--- src/rtl/ex_muldiv_pkg.sv ---
// Shared encodings for the EX-stage multiply/divide unit.
package ex_muldiv_pkg;

    localparam int unsigned XLEN      = 32;
    localparam int unsigned ITER      = 32;
    localparam logic [5:0]  ITER_LAST = 6'(ITER - 1);

    typedef enum logic [1:0] {
        MD_MULT  = 2'd0,
        MD_MULTU = 2'd1,
        MD_DIV   = 2'd2,
        MD_DIVU  = 2'd3
    } md_op_e;

    typedef enum logic [1:0] {
        S_IDLE = 2'd0,
        S_CALC = 2'd1,
        S_FIX  = 2'd2
    } md_state_e;

    function automatic logic is_signed_op(input md_op_e op);
        return (op == MD_MULT) || (op == MD_DIV);
    endfunction

    function automatic logic is_div_op(input md_op_e op);
        return (op == MD_DIV) || (op == MD_DIVU);
    endfunction

endpackage

--- src/rtl/muldiv_iter.sv ---
// Iteration datapath: one shift-add (multiply) or restoring shift-subtract
// (divide) step per enable on unsigned magnitudes.
module muldiv_iter
    import ex_muldiv_pkg::*;
(
    input  logic            clk,
    input  logic            rst,
    input  logic            load_i,
    input  logic            en_i,
    input  logic            is_div_i,
    input  logic [XLEN-1:0] a_mag_i,
    input  logic [XLEN-1:0] b_mag_i,
    output logic [63:0]     acc_o,
    output logic [5:0]      cnt_o
);

    // acc_q is {partial product, multiplier} or {remainder, dividend/quotient}
    logic [63:0]     acc_q, acc_d;
    logic [XLEN-1:0] opnd_q;
    logic [5:0]      cnt_q;
    logic [32:0]     sum;
    logic [32:0]     trial;

    always_comb begin
        sum   = {1'b0, acc_q[63:32]} + {1'b0, opnd_q};
        trial = {acc_q[63:32], acc_q[31]} - {1'b0, opnd_q};
        acc_d = acc_q;
        if (is_div_i) begin
            if (!trial[32]) acc_d = {trial[31:0], acc_q[30:0], 1'b1};
            else            acc_d = {acc_q[62:0], 1'b0};
        end else if (acc_q[0]) begin
            acc_d = {sum, acc_q[31:1]};
        end else begin
            acc_d = {1'b0, acc_q[63:1]};
        end
    end

    always_ff @(posedge clk or negedge rst) begin
        if (!rst) begin
            acc_q  <= '0;
            opnd_q <= '0;
            cnt_q  <= '0;
        end else if (load_i) begin
            acc_q  <= {32'd0, a_mag_i};
            opnd_q <= b_mag_i;
            cnt_q  <= '0;
        end else if (en_i) begin
            acc_q  <= acc_d;
            cnt_q  <= cnt_q + 6'd1;
        end
    end

    assign acc_o = acc_q;
    assign cnt_o = cnt_q;

endmodule

--- src/rtl/ex_muldiv.sv ---
// Iterative MULT/MULTU/DIV/DIVU unit with architectural HI/LO and MTHI/MTLO port.
// state  | meaning
// S_IDLE | waiting for start; MTHI/MTLO writes accepted
// S_CALC | 32 iteration cycles in muldiv_iter
// S_FIX  | sign correction, HI/LO update, done pulse
module ex_muldiv
    import ex_muldiv_pkg::*;
(
    input  logic            clk,
    input  logic            rst,
    input  logic            start_i,
    input  logic [1:0]      op_i,
    input  logic [XLEN-1:0] a_i,
    input  logic [XLEN-1:0] b_i,
    input  logic            flush_i,
    input  logic            hiwe_i,
    input  logic            lowe_i,
    input  logic [XLEN-1:0] wd_i,
    output logic            busy_o,
    output logic            done_o,
    output logic [XLEN-1:0] hi_o,
    output logic [XLEN-1:0] lo_o
);

    md_state_e       state_q;
    md_op_e          op_q;
    logic            sa_q, sb_q, bz_q;
    logic            done_q;
    logic [XLEN-1:0] hi_q, lo_q;

    md_op_e          op_in;
    logic            sgn_in;
    logic [XLEN-1:0] a_mag, b_mag;
    logic            load, step;
    logic [63:0]     acc;
    logic [5:0]      cnt;
    logic [63:0]     prod;
    logic [XLEN-1:0] res_hi, res_lo;

    assign op_in  = md_op_e'(op_i);
    assign sgn_in = is_signed_op(op_in);
    assign a_mag  = (sgn_in && a_i[31]) ? -a_i : a_i;
    assign b_mag  = (sgn_in && b_i[31]) ? -b_i : b_i;
    assign load   = (state_q == S_IDLE) && start_i && !flush_i;
    assign step   = (state_q == S_CALC) && !flush_i;

    muldiv_iter u_iter (
        .clk      (clk),
        .rst      (rst),
        .load_i   (load),
        .en_i     (step),
        .is_div_i (is_div_op(op_q)),
        .a_mag_i  (a_mag),
        .b_mag_i  (b_mag),
        .acc_o    (acc),
        .cnt_o    (cnt)
    );

    // Sign flags are latched as zero for unsigned ops, so no op check is needed here.
    always_comb begin
        prod   = (sa_q ^ sb_q) ? -acc : acc;
        res_hi = prod[63:32];
        res_lo = prod[31:0];
        if (is_div_op(op_q)) begin
            res_hi = sa_q ? -acc[63:32] : acc[63:32];
            res_lo = bz_q ? 32'hFFFF_FFFF : ((sa_q ^ sb_q) ? -acc[31:0] : acc[31:0]);
        end
    end

    always_ff @(posedge clk or negedge rst) begin
        if (!rst) begin
            state_q <= S_IDLE;
            op_q    <= MD_MULT;
            sa_q    <= 1'b0;
            sb_q    <= 1'b0;
            bz_q    <= 1'b0;
            done_q  <= 1'b0;
            hi_q    <= '0;
            lo_q    <= '0;
        end else begin
            done_q <= 1'b0;
            case (state_q)
                S_IDLE: begin
                    if (load) begin
                        state_q <= S_CALC;
                        op_q    <= op_in;
                        sa_q    <= sgn_in && a_i[31];
                        sb_q    <= sgn_in && b_i[31];
                        bz_q    <= (b_i == '0);
                    end else if (!start_i) begin
                        if (hiwe_i) hi_q <= wd_i;
                        if (lowe_i) lo_q <= wd_i;
                    end
                end
                S_CALC: begin
                    if (flush_i)               state_q <= S_IDLE;
                    else if (cnt == ITER_LAST) state_q <= S_FIX;
                end
                S_FIX: begin
                    state_q <= S_IDLE;
                    if (!flush_i) begin
                        hi_q   <= res_hi;
                        lo_q   <= res_lo;
                        done_q <= 1'b1;
                    end
                end
                default: state_q <= S_IDLE;
            endcase
        end
    end

    assign busy_o = (state_q != S_IDLE);
    assign done_o = done_q;
    assign hi_o   = hi_q;
    assign lo_o   = lo_q;

endmodule

--- config.mk ---
export PLATFORM = sky130hd
export DESIGN_NAME = ex_muldiv
export DESIGN_NICKNAME = d
export VERILOG_FILES = /design/src/rtl/ex_muldiv_pkg.sv /design/src/rtl/muldiv_iter.sv /design/src/rtl/ex_muldiv.sv
export SDC_FILE = /design/constraint.sdc
export NUM_CORES = 1
export LEC_CHECK = 0
export CORE_AREA = 2 2 292 222
export DETAILED_ROUTE_END_ITERATION = 16
export DIE_AREA = 0 0 294 224
export GPL_ROUTABILITY_DRIVEN = 0
export PLACE_DENSITY = 0.51
export SLEW_MARGIN = 30
export SYNTH_ARGS = -nofsm -noshare
export SYNTH_HDL_FRONTEND = slang
export SYNTH_HIERARCHICAL = 1
export SYNTH_SLANG_ARGS = --single-unit
--- constraint.sdc ---
create_clock -name clk -period 4.9 [get_ports clk]
set_input_delay 0.98 -clock clk [delete_from_list [all_inputs] [get_ports clk]]
set_output_delay 0.98 -clock clk [all_outputs]
set_load 0.03 [all_outputs]
# --- Word level (Yosys, flattened, before mapping) ---
# Index checks and enable logic that the tools add are counted.
word_totals:
  ff_bits: 174
  latch_bits: 0
  ramBits: 0
  mem_bits_ro: 0
  input_bits: 104
  out_inout_bits: 66
  elab_cells: 82
  memories: 0
op_classes:
  addsub: 8
  multipliers: 0
  div_mod_pow: 0
  magnitude_cmp: 0
  n_eq_ne: 13
  n_shift: 0
  n_mux: 31
  n_bitwise: 1
  n_reduce_logical: 18
ops:
  columns: ["cell", "n"]
  rows:
  - ["2-to-1 mux 32 bit", 15]
  - ["2-to-1 mux 64 bit", 6]
  - ["negation 32 bit", 4]
  - ["case mux 32 bit (2 select lines)", 2]
  - ["negation 64 bit", 1]
  - ["adder 32 x 32 -> 33 bit", 1]
  - ["subtractor 33 x 32 -> 33 bit", 1]
  - ["logical NOT 32 bit", 1]
  - ["2-to-1 mux 6 bit", 2]
  - ["!= test 2 bit (second input constant)", 6]
  - ["AND reduction 5 bit", 2]
  - ["equality test 2 bit (second input constant)", 4]
  - ["adder 6 x 1 -> 6 bit (second input constant)", 1]
  - ["equality test 6 x 5 -> 1 bit (second input constant)", 1]
  - ["2-to-1 mux 2 bit", 3]
  - ["nonzero test 2 bit", 3]
  - ["logical AND 1 bit", 5]
  - ["logical NOT 2 bit", 2]
  - ["case mux 2 bit (2 select lines)", 1]
  - ["AND reduction 2 bit", 2]
  - ["!= test 3 x 2 -> 1 bit (second input constant)", 1]
  - ["equality test 2 x 1 -> 1 bit (second input constant)", 1]
  - ["logical OR 1 bit", 2]
  - ["2-to-1 mux 1 bit", 2]
  - ["other kinds (2)", 2]

# --- Depth between registers and ports, before layout ---
# Gate-level depths: netlist of the first run.
logic_depth:
  word_depth: 6
  mapped_depth: 13
  mapped_depth_nobuf: 12

# --- Cells and area by module ---
# Netlist of the first run, hierarchy kept.
by_module_without_submodules:
  columns: ["mod", "instances", "cells_each", "area_per_inst_um2", "seq_area_each_um2"]
  rows:
  - ["muldiv_iter", 1, 1114, 8854.7, 2552.4]
  - ["ex_muldiv", 1, 875, 6700.2, 1776.7]

# --- Least setup slack after synthesis of the first run ---
# OpenSTA, ideal clock, no wires.
synth_timing:
  path_kind: "register to register"
  start: "register u_iter.acc_q[48] (netlist: u_iter/acc_o[48])"
  end: "register u_iter.acc_q[53] (netlist: u_iter/acc_o[53])"
  setup_ps: 66
  t_arrival_ps: 3188
  required_ps: 4834
  path_slack_ps: 1647
  path_stages_with_launch: 13
  n_path_buf: 2
  period_less_slack_ps: 3253
  cell_sequence: "dfrtp_1 -> ha_1 -> buf_6 -> a21o_1 -> a31oi_2 -> nor2b_1 -> or4b_4 -> or4b_4 -> o2111a_2 -> buf_6 -> mux2i_1 -> a221oi_1 -> a31o_1"
synth_between:
  elab_chain_cells: 5
  word_cells_on_any_way: 7
  classes_between: "add/sub (2); mux (5)"
synth_lines:
  columns: ["element", "line", "source"]
  rows:
  - ["start: declaration", "muldiv_iter.sv:18", "logic [63:0] acc_q, acc_d;"]
  - ["start signal: assignment", "muldiv_iter.sv:44", "acc_q <= {32'd0, a_mag_i};"]
  - ["subtractor 33 x 32 -> 33 bit or adder 32 x 32 -> 33 bit (tied branches)", "muldiv_iter.sv:26, muldiv_iter.sv:25", null]
  - ["2-to-1 mux 64 bit (on tied branches)", "muldiv_iter.sv:29, muldiv_iter.sv:31", null]
  - ["2-to-1 mux 64 bit *", "muldiv_iter.sv:28", "if (is_div_i) begin"]
  - ["2-to-1 mux 64 bit *", "muldiv_iter.sv:47", "end else if (en_i) begin"]
  - ["2-to-1 mux 64 bit *", "muldiv_iter.sv:43", "end else if (load_i) begin"]
# Every way passes the cells marked *; elsewhere a longest branch is shown, timed or not. The select of a mux whose other input is x is not followed.
# A chain may end at the register's enable or synchronous reset.

# --- Worst setup path in the final report of the first run ---
layout_timing:
  start: "register u_iter.acc_q[33] (netlist: u_iter/acc_o[33])"
  end: "register u_iter.acc_q[56] (netlist: u_iter/acc_o[56])"
# Same word-level chain as after synthesis.

==> results of run 1 <==
## synth_stat cells (5+ instances only)
cell type | instances | area share [%]
o21bai_1 | 8 | 0.39
o211ai_1 | 22 | 1.1
inv_1 | 68 | 1.6
a21oi_1 | 200 | 6.4
and2_1 | 8 | 0.32
nor3b_1 | 5 | 0.24
a211o_1 | 7 | 0.39
o21ai_1 | 11 | 0.35
nand4_1 | 30 | 1.2
nor2b_1 | 26 | 1.0
or3_1 | 17 | 0.68
o41ai_1 | 5 | 0.28
o31ai_1 | 17 | 0.82
and4_1 | 7 | 0.39
a32o_1 | 9 | 0.58
ha_1 | 69 | 5.6
nor3_1 | 46 | 1.5
or4_4 | 5 | 0.36
a22oi_1 | 9 | 0.43
nand2_1 | 221 | 5.3
nand3_1 | 25 | 0.80
nand2b_1 | 16 | 0.64
a22o_1 | 9 | 0.51
dfrtp_1 | 173 | 28
buf_2 | 5 | 0.16
o21a_1 | 11 | 0.53
and3_1 | 17 | 0.68
xnor2_1 | 96 | 5.4
buf_1 | 13 | 0.31
a31oi_1 | 25 | 1.0
buf_6 | 5 | 0.36
clkbuf_1 | 77 | 1.9
nor4_1 | 33 | 1.3
xor2_1 | 77 | 4.3
a21o_1 | 28 | 1.4
o21ai_0 | 178 | 5.7
o2111ai_1 | 9 | 0.51
or2_2 | 10 | 0.40
or4_1 | 11 | 0.53
o22ai_1 | 47 | 1.9
mux2i_1 | 56 | 3.6
nor2_1 | 171 | 4.1
a211oi_1 | 18 | 0.87
## sequential cells by signal, indices dropped and copies added, names as in the netlist
signal and count:
u_iter/acc_o 64, hi_o 32, lo_o 32, u_iter/opnd_q 32
u_iter/cnt_o 6, state_q 2, bz_q 1, done_o 1
op_q 1, sa_q 1, sb_q 1
## power breakdown
part	internal [uW]	total [uW]	leakage [uW]	switching, uW
clock	775	1440	0.000287	665
sequential	1710	2270	0.00216	560
combinational	2000	5230	0.00502	3230
## per-stage QoR
stage | instance area (um^2) | std cells
2_1_floorplan | 15600 | 1989
3_3_place_gp | 18100 | 2904
3_5_place_dp | 18100 | 2904
4_1_cts | 18700 | 2936
5_1_grt | 18700 | 2936
6_report | 18700 | 2937
## routing by layer
metal / global-route usage (%) / vias to the layer above
met5: 0 / -
met4: 3.80 / 0
met3: 6.45 / 56
met2: 26.5 / 651
met1: 27.3 / 7776
li1: - / 7493
## layout make-up
| cell class | count | area (um^2) | share of cell area [%] |
|---|---|---|---|
| Timing Repair Buffer | 200 | 1940 | 10.4 |
| Multi-Input combinational cell | 1640 | 10500 | 56.3 |
| Clock inverter | 13 | 153 | 0.817 |
| Inverter | 71 | 269 | 1.44 |
| Sequential cell | 173 | 4330 | 23.2 |
| Tap cell | 820 | 1030 | 5.49 |
| Clock buffer | 19 | 443 | 2.37 |
| Antenna cell | 1 | 2.50 | 0.0134 |
## cells by family after synthesis
logic type / after synthesis / share of synthesized area [%]
buffers and inverters: 176 / 4.81
xor gates and xnor gates: 173 / 9.74
muxes: 57 / 3.68
DFF: 173 / 27.8
AOI/OAI and AO/OA: 660 / 26.2
adders and majority gates: 71 / 5.81
and+or+nand+nor: 679 / 21.9
## how the worst max path moves through the flow
stage	slack, ps	startpoint	to
final	1070	u_iter/acc_o[33]$_DFFE_PN0P_	u_iter/acc_o[56]$_DFFE_PN0P_
after CTS	1160	u_iter/acc_o[60]$_DFFE_PN0P_	u_iter/acc_o[45]$_DFFE_PN0P_
after floorplan	1650	u_iter/acc_o[48]$_DFFE_PN0P_	u_iter/acc_o[53]$_DFFE_PN0P_
after global routing	830	u_iter/acc_o[32]$_DFFE_PN0P_	u_iter/acc_o[61]$_DFFE_PN0P_
after global placement	1130	b_i[4]	u_iter/opnd_q[27]$_DFFE_PN0P_
after detailed placement	1110	b_i[4]	u_iter/opnd_q[25]$_DFFE_PN0P_
## worst max-delay path: stages (launching register included)
cell	delay (ps)
dfrtp_1	590
ha_1	320
a211oi_1	430
nor3_1	100
o21ai_0	440
a31oi_1	290
o21ai_0	620
o21bai_1	150
a21o_1	210
a2111o_1	390
a22oi_1	200
==> summary.md, run 1 <==
| Metric | Value |
|---|---|
| Run status | `finished, final reports clean` |
| Port Buf Inserts | `169` |
| Pleak | `0.00747 uW` |
| H-tree levels | `4` |
| Register area share after synthesis | `27.8%` |
| Post-CTS Hold Buffers | `0` |
| Startpoint types | `register` |
| First-pass GRT wire length | `94,700 um` |
| Final WL | `62,900 um` |
| Cells after synthesis | `1,989` |
| Die Height | `224 um` |
| Synth unique cells | `92` |
| FP Rows | `80` |
| Max Transition Viols Final | `0` |
| Area Growth Syn to Fin | `20.1%` |
| 1st-pass router iterations | `5` |
| Tot Pwr | `8940 uW` |
| Commonest non-fill, non-tap cell in the layout | `nand2_1` |
| Power Density | `479 nW/um^2` |
| Die area | `65,900 um^2` |
| Post-route setup slack | `1070 ps` |
| Pin count of the biggest net entering global routing | `145` |
| Met1 WL | `29,800 um` |
| Core area | `63,000 um^2` |
| Hold_ws | `383 ps` |
| Top Ports | `170` |
| Setup crit end kind | `register` |
| Max_slew headroom | `32.0%` |
| R2R Path End | `u_iter/acc_o[56]$_DFFE_PN0P_` |
| Crit path required time | `5290 ps` |
| Met2 Wirelength | `25,900 um` |
| Max layer used | `met4` |
| Initial antenna violation count | `0` |
| Worst EP arrival | `4230 ps` |
| Drt drc | `0` |
| Worst vdd ir | `0.251 mV` |
| Clock slew at reported path FFs | `80 ps` |
| Vias per std cell | `5.44` |
| Commonest cells after routing, fill and taps aside | `221 x nand2_1, 200 x a21oi_1, 178 x o21ai_0` |
| # Max-Cap Violations | `0` |
| HPWL after DPL | `49,000 um` |
| Final Skew | `11.7 ps` |
| Met3 WL | `6440 um` |
| Pre-CTS setup slack | `1110 ps` |
| Clock latency at the later pin of the worst-skew pair | `480 ps` |
| Post-Route Utilization | `29.7%` |
| Syn avg cell area | `7.82 um^2` |
| Final hold vios | `0` |
| Vias in the first global route | `14,978` |
| Drt wl/cell | `21.4 um` |
| CTS tree | `done` |
| Post-cts sizing count | `0` |
| #FFs+latches synth | `173` |
| Mapped Nets | `2,164` |
| Fmax | `261 MHz` |
| Clock Sinks | `173` |
| Die width | `294 um` |
| Total CTS buffers | `17` |
| Final setup vio count | `0` |
| Worst Hold Class | `input pin to async pin` |
| Via count | `15,976` |
| Detailed Route Iter0 Violations | `1,668` |
| Worst R2R Setup Slack | `1070 ps` |
| Antenna viol nets, final | `0` |
| Worst r2r path cells | `10` |
| GR Overflow Total | `0` |
| YS warnings | `6` |
| RSZ-0062 raised after global routing | `false` |
| Mapped Area | `15,600 um^2` |
| Post-CTS Setup Bufs | `0` |
| CP max FO | `10` |
| Critical path class | `register to register` |
| Nets | `2,278` |
| GRT Util Overall | `18.8%` |
| Share of cells above drive strength 1 | `5.86%` |
| Async set or reset register ratio after synthesis | `100%` |
| Min cycle time layout | `3830 ps` |
| Layout fillers | `6,699` |
| Setup TNS | `0 ps` |
| Number of enable flip-flop cells after synthesis | `0` |
| Buffer type at the clock tree root | `clkbuf_16` |
| Clock buffer depth | `2` |
| Slew @ Worst Pin | `1010 ps` |
| Most used DFF post-synth | `dfrtp_1` |
| R2R Path Start | `u_iter/acc_o[33]$_DFFE_PN0P_` |
| Initial Util | `24.7%` |
| Final Cycle Share | `78.3%` |
Note: power is estimated with default switching activity, not from simulation.
==> run 2, diff against run 1 <==
- PLACE_DENSITY: 0.51 -> 0.53
- clock period: 4.9 -> 3.25 ns (I/O delays scaled with it)
==> run 2 against run 1 <==
Against the previous run:
- the run now ends with negative setup slack left
- register-to-register slack worse by 1100 ps
- die area unchanged
- cell count increased by 7.8%
- sequential cell count did not move
- count of clock-buffer cells in the layout down 1
- sequential power up 37%
- design area rose by 11%
- clock power is 46% higher
- global-route usage increased by 0.52 points
- wire length grew 3.5%
- non-clock buffer count rose by 228
==> summary.md, run 2 (same netlist as run 1, synthesis figures left out) <==
| Metric | Value |
|---|---|
| Run status | `complete, but fails checks` |
| Failing checks | `negative setup slack` |
| Final Cycle Share | `102% (+24 points)` |
| Via count | `16,822 (+5.3%)` |
| Tot Pwr | `15,200 uW (+70%)` |
| Number of placed cells counting well taps | `3,113 (+7.2%)` |
| Crit path required time | `3660 ps (-1630 ps)` |
| Pleak | `0.00866 uW (+16%)` |
| Area Growth Syn to Fin | `33.5%` |
| H-tree levels | `4 (unchanged)` |
| Largest register FFs | `64 (unchanged)` |
| CTS tree | `done` |
| Clock Sinks | `173 (unchanged)` |
| Post-Route Utilization | `33.0% (+3.3 points)` |
| Min cycle time layout | `3320 ps (-518 ps)` |
| Detailed Route Iter0 Violations | `1,697 (+1.7%)` |
| Finished Layout Cells | `3,166 (+7.8%)` |
| Die Height | `224 um (unchanged)` |
| Worst vdd ir | `0.456 mV (+82%)` |
| RSZ-0062 raised after global routing | `true` |
| Total CTS buffers | `17 (unchanged)` |
| Setup crit end kind | `register` |
| Final Skew | `14.1 ps (+2.34 ps)` |
| Final hold vios | `0 (unchanged)` |
| Post-route setup slack | `-67.1 ps (-1130 ps)` |
| Die area | `65,900 um^2 (unchanged)` |
| Max Transition Viols Final | `0 (unchanged)` |
| Critical path class | `register to register` |
| Clock latency at the later pin of the worst-skew pair | `480 ps (about the same)` |
| Commonest non-fill, non-tap cell in the layout | `buf_4` |
| Fmax | `301 MHz (+16%)` |
| Port Buf Inserts | `169 (unchanged)` |
| Die width | `294 um (unchanged)` |
| Drt wl/cell | `20.5 um (-4.0%)` |
| GR Overflow Total | `0 (unchanged)` |
| Top Ports | `170 (unchanged)` |
| Slew @ Worst Pin | `787 ps (-223 ps)` |
| Final WL | `65,000 um (+3.5%)` |
| HPWL after DPL | `51,100 um (+4.3%)` |
| Clock slew at reported path FFs | `80 ps (about the same)` |
| Core area | `63,000 um^2 (unchanged)` |
| CP max FO | `7 (-3)` |
| Power Density | `730 nW/um^2 (+53%)` |
| # Max-Cap Violations | `0 (unchanged)` |
| Commonest cells after routing, fill and taps aside | `243 x buf_4, 220 x nand2_1, 193 x a21oi_1` |
| M3 GR Usage | `6.96% (+0.52 points)` |
| Startpoint types | `register` |
| Vias in the first global route | `16,376 (+9.3%)` |
| Max_slew headroom | `47.5% (+16 points)` |
| Final setup vio count | `11 (+11)` |
| GRT Util Overall | `19.3% (+0.52 points)` |
| Pre-CTS setup slack | `-209 ps (-1320 ps)` |
| First-pass GRT wire length | `98,200 um (+3.7%)` |
| Worst EP arrival | `3730 ps (-500 ps)` |
| Met2 GRT Util | `28.3% (+1.8 points)` |
| Initial antenna violation count | `4 (+4)` |
| Worst Hold Class | `input pin to async pin` |
| Clock buffer depth | `2 (unchanged)` |
| Buffer type at the clock tree root | `clkbuf_16` |
| Initial Util | `24.7% (unchanged)` |
| Share of cells above drive strength 1 | `17.0% (+11 points)` |
| Met1 Use GR | `26.7% (-0.56 points)` |
| Pin count of the biggest net entering global routing | `87 (-40%)` |
| Antenna viol nets, final | `0 (unchanged)` |
| Vias per std cell | `5.31 (-2.3%)` |
| Drt drc | `0 (unchanged)` |
| FP Rows | `80 (unchanged)` |
| Post-CTS Hold Buffers | `0 (unchanged)` |
| 1st-pass router iterations | `5 (unchanged)` |
| Nets | `2,506 (+10%)` |
| GRT busiest layer | `met2` |
## run 2: changes by cell type in the layout (fill, tap and decap cells not counted), sizes merged
cell,previous run,this run
clkinv,7,5
buf,32,259
bufinv,2,0
clkinvlp,2,4
diode,1,2
inv,73,76
## run 2: layout make-up
type	instances	area, um^2
Antenna cell	2	5.00
Clock buffer	18	439
Clock inverter	14	124
Fill cell	6601	42200
Inverter	71	269
Multi-Input combinational cell	1640	10800
Sequential cell	173	4330
Tap cell	820	1030
Timing Repair Buffer	428	3760
## run 2: worst paths after layout
| check | slack, ps | startpoint | depth (start not counted) | to |
|---|---|---|---|---|
| worst max-delay path | -70 | u_iter/acc_o[56]$_DFFE_PN0P_ | 12 | u_iter/acc_o[62]$_DFFE_PN0P_ |
| worst min-delay path | 180 | rst | 1 | u_iter/opnd_q[8]$_DFFE_PN0P_ |
| worst max register to register | -70 | u_iter/acc_o[56]$_DFFE_PN0P_ | 12 | u_iter/acc_o[62]$_DFFE_PN0P_ |
| worst min register to register | 480 | lo_o[24]$_DFFE_PN0P_ | 2 | lo_o[24]$_DFFE_PN0P_ |
| max in group asynchronous | 2260 | rst | 2 | u_iter/opnd_q[25]$_DFFE_PN0P_ |
| min in group clk | 480 | lo_o[24]$_DFFE_PN0P_ | 2 | lo_o[24]$_DFFE_PN0P_ |
## run 2: critical path, stage by stage, from the launching register on
cell and delay (ps):
dfrtp_1 430, ha_4 260, buf_6 110, nand4_1 170
nor3_2 90, nor2b_1 140, or4b_4 520, or4b_4 550
o2111a_2 270, clkbuf_16 200, and3_4 150, mux2i_2 170
a32o_1 190
## run 2: repair_timing
action / CTS / global route
pin swaps: 13 / 46
gates cloned: 0 / 1
hold endpoints to repair: 0 / 0
setup endpoints to repair: 28 / 32
resized for setup: 26 / 47
setup buffers: 8 / 12
## run 2: where the power goes
group / internal (uW) / switching [uW]
Clock: 1030 / 1070
Combinational: 4320 / 5640
Sequential: 2580 / 527
Total: 7930 / 7230
## run 2: layer usage
layer / part of all wire, % / wire length (um)
met1: 46 / 29800
met2: 42 / 27300
met3: 11 / 6860
met4: 1.6 / 1070
met5: 0.032 / 21
## run 2: through the flow
stage	hold slack [ps]	instance area (um^2)	TNS, ps
global route	226	20800	-2120
floorplan	354	15600	0
finish	184	20800	-277
CTS	194	20500	0
detailed placement	474	19700	-3070
global placement	474	19700	-1180
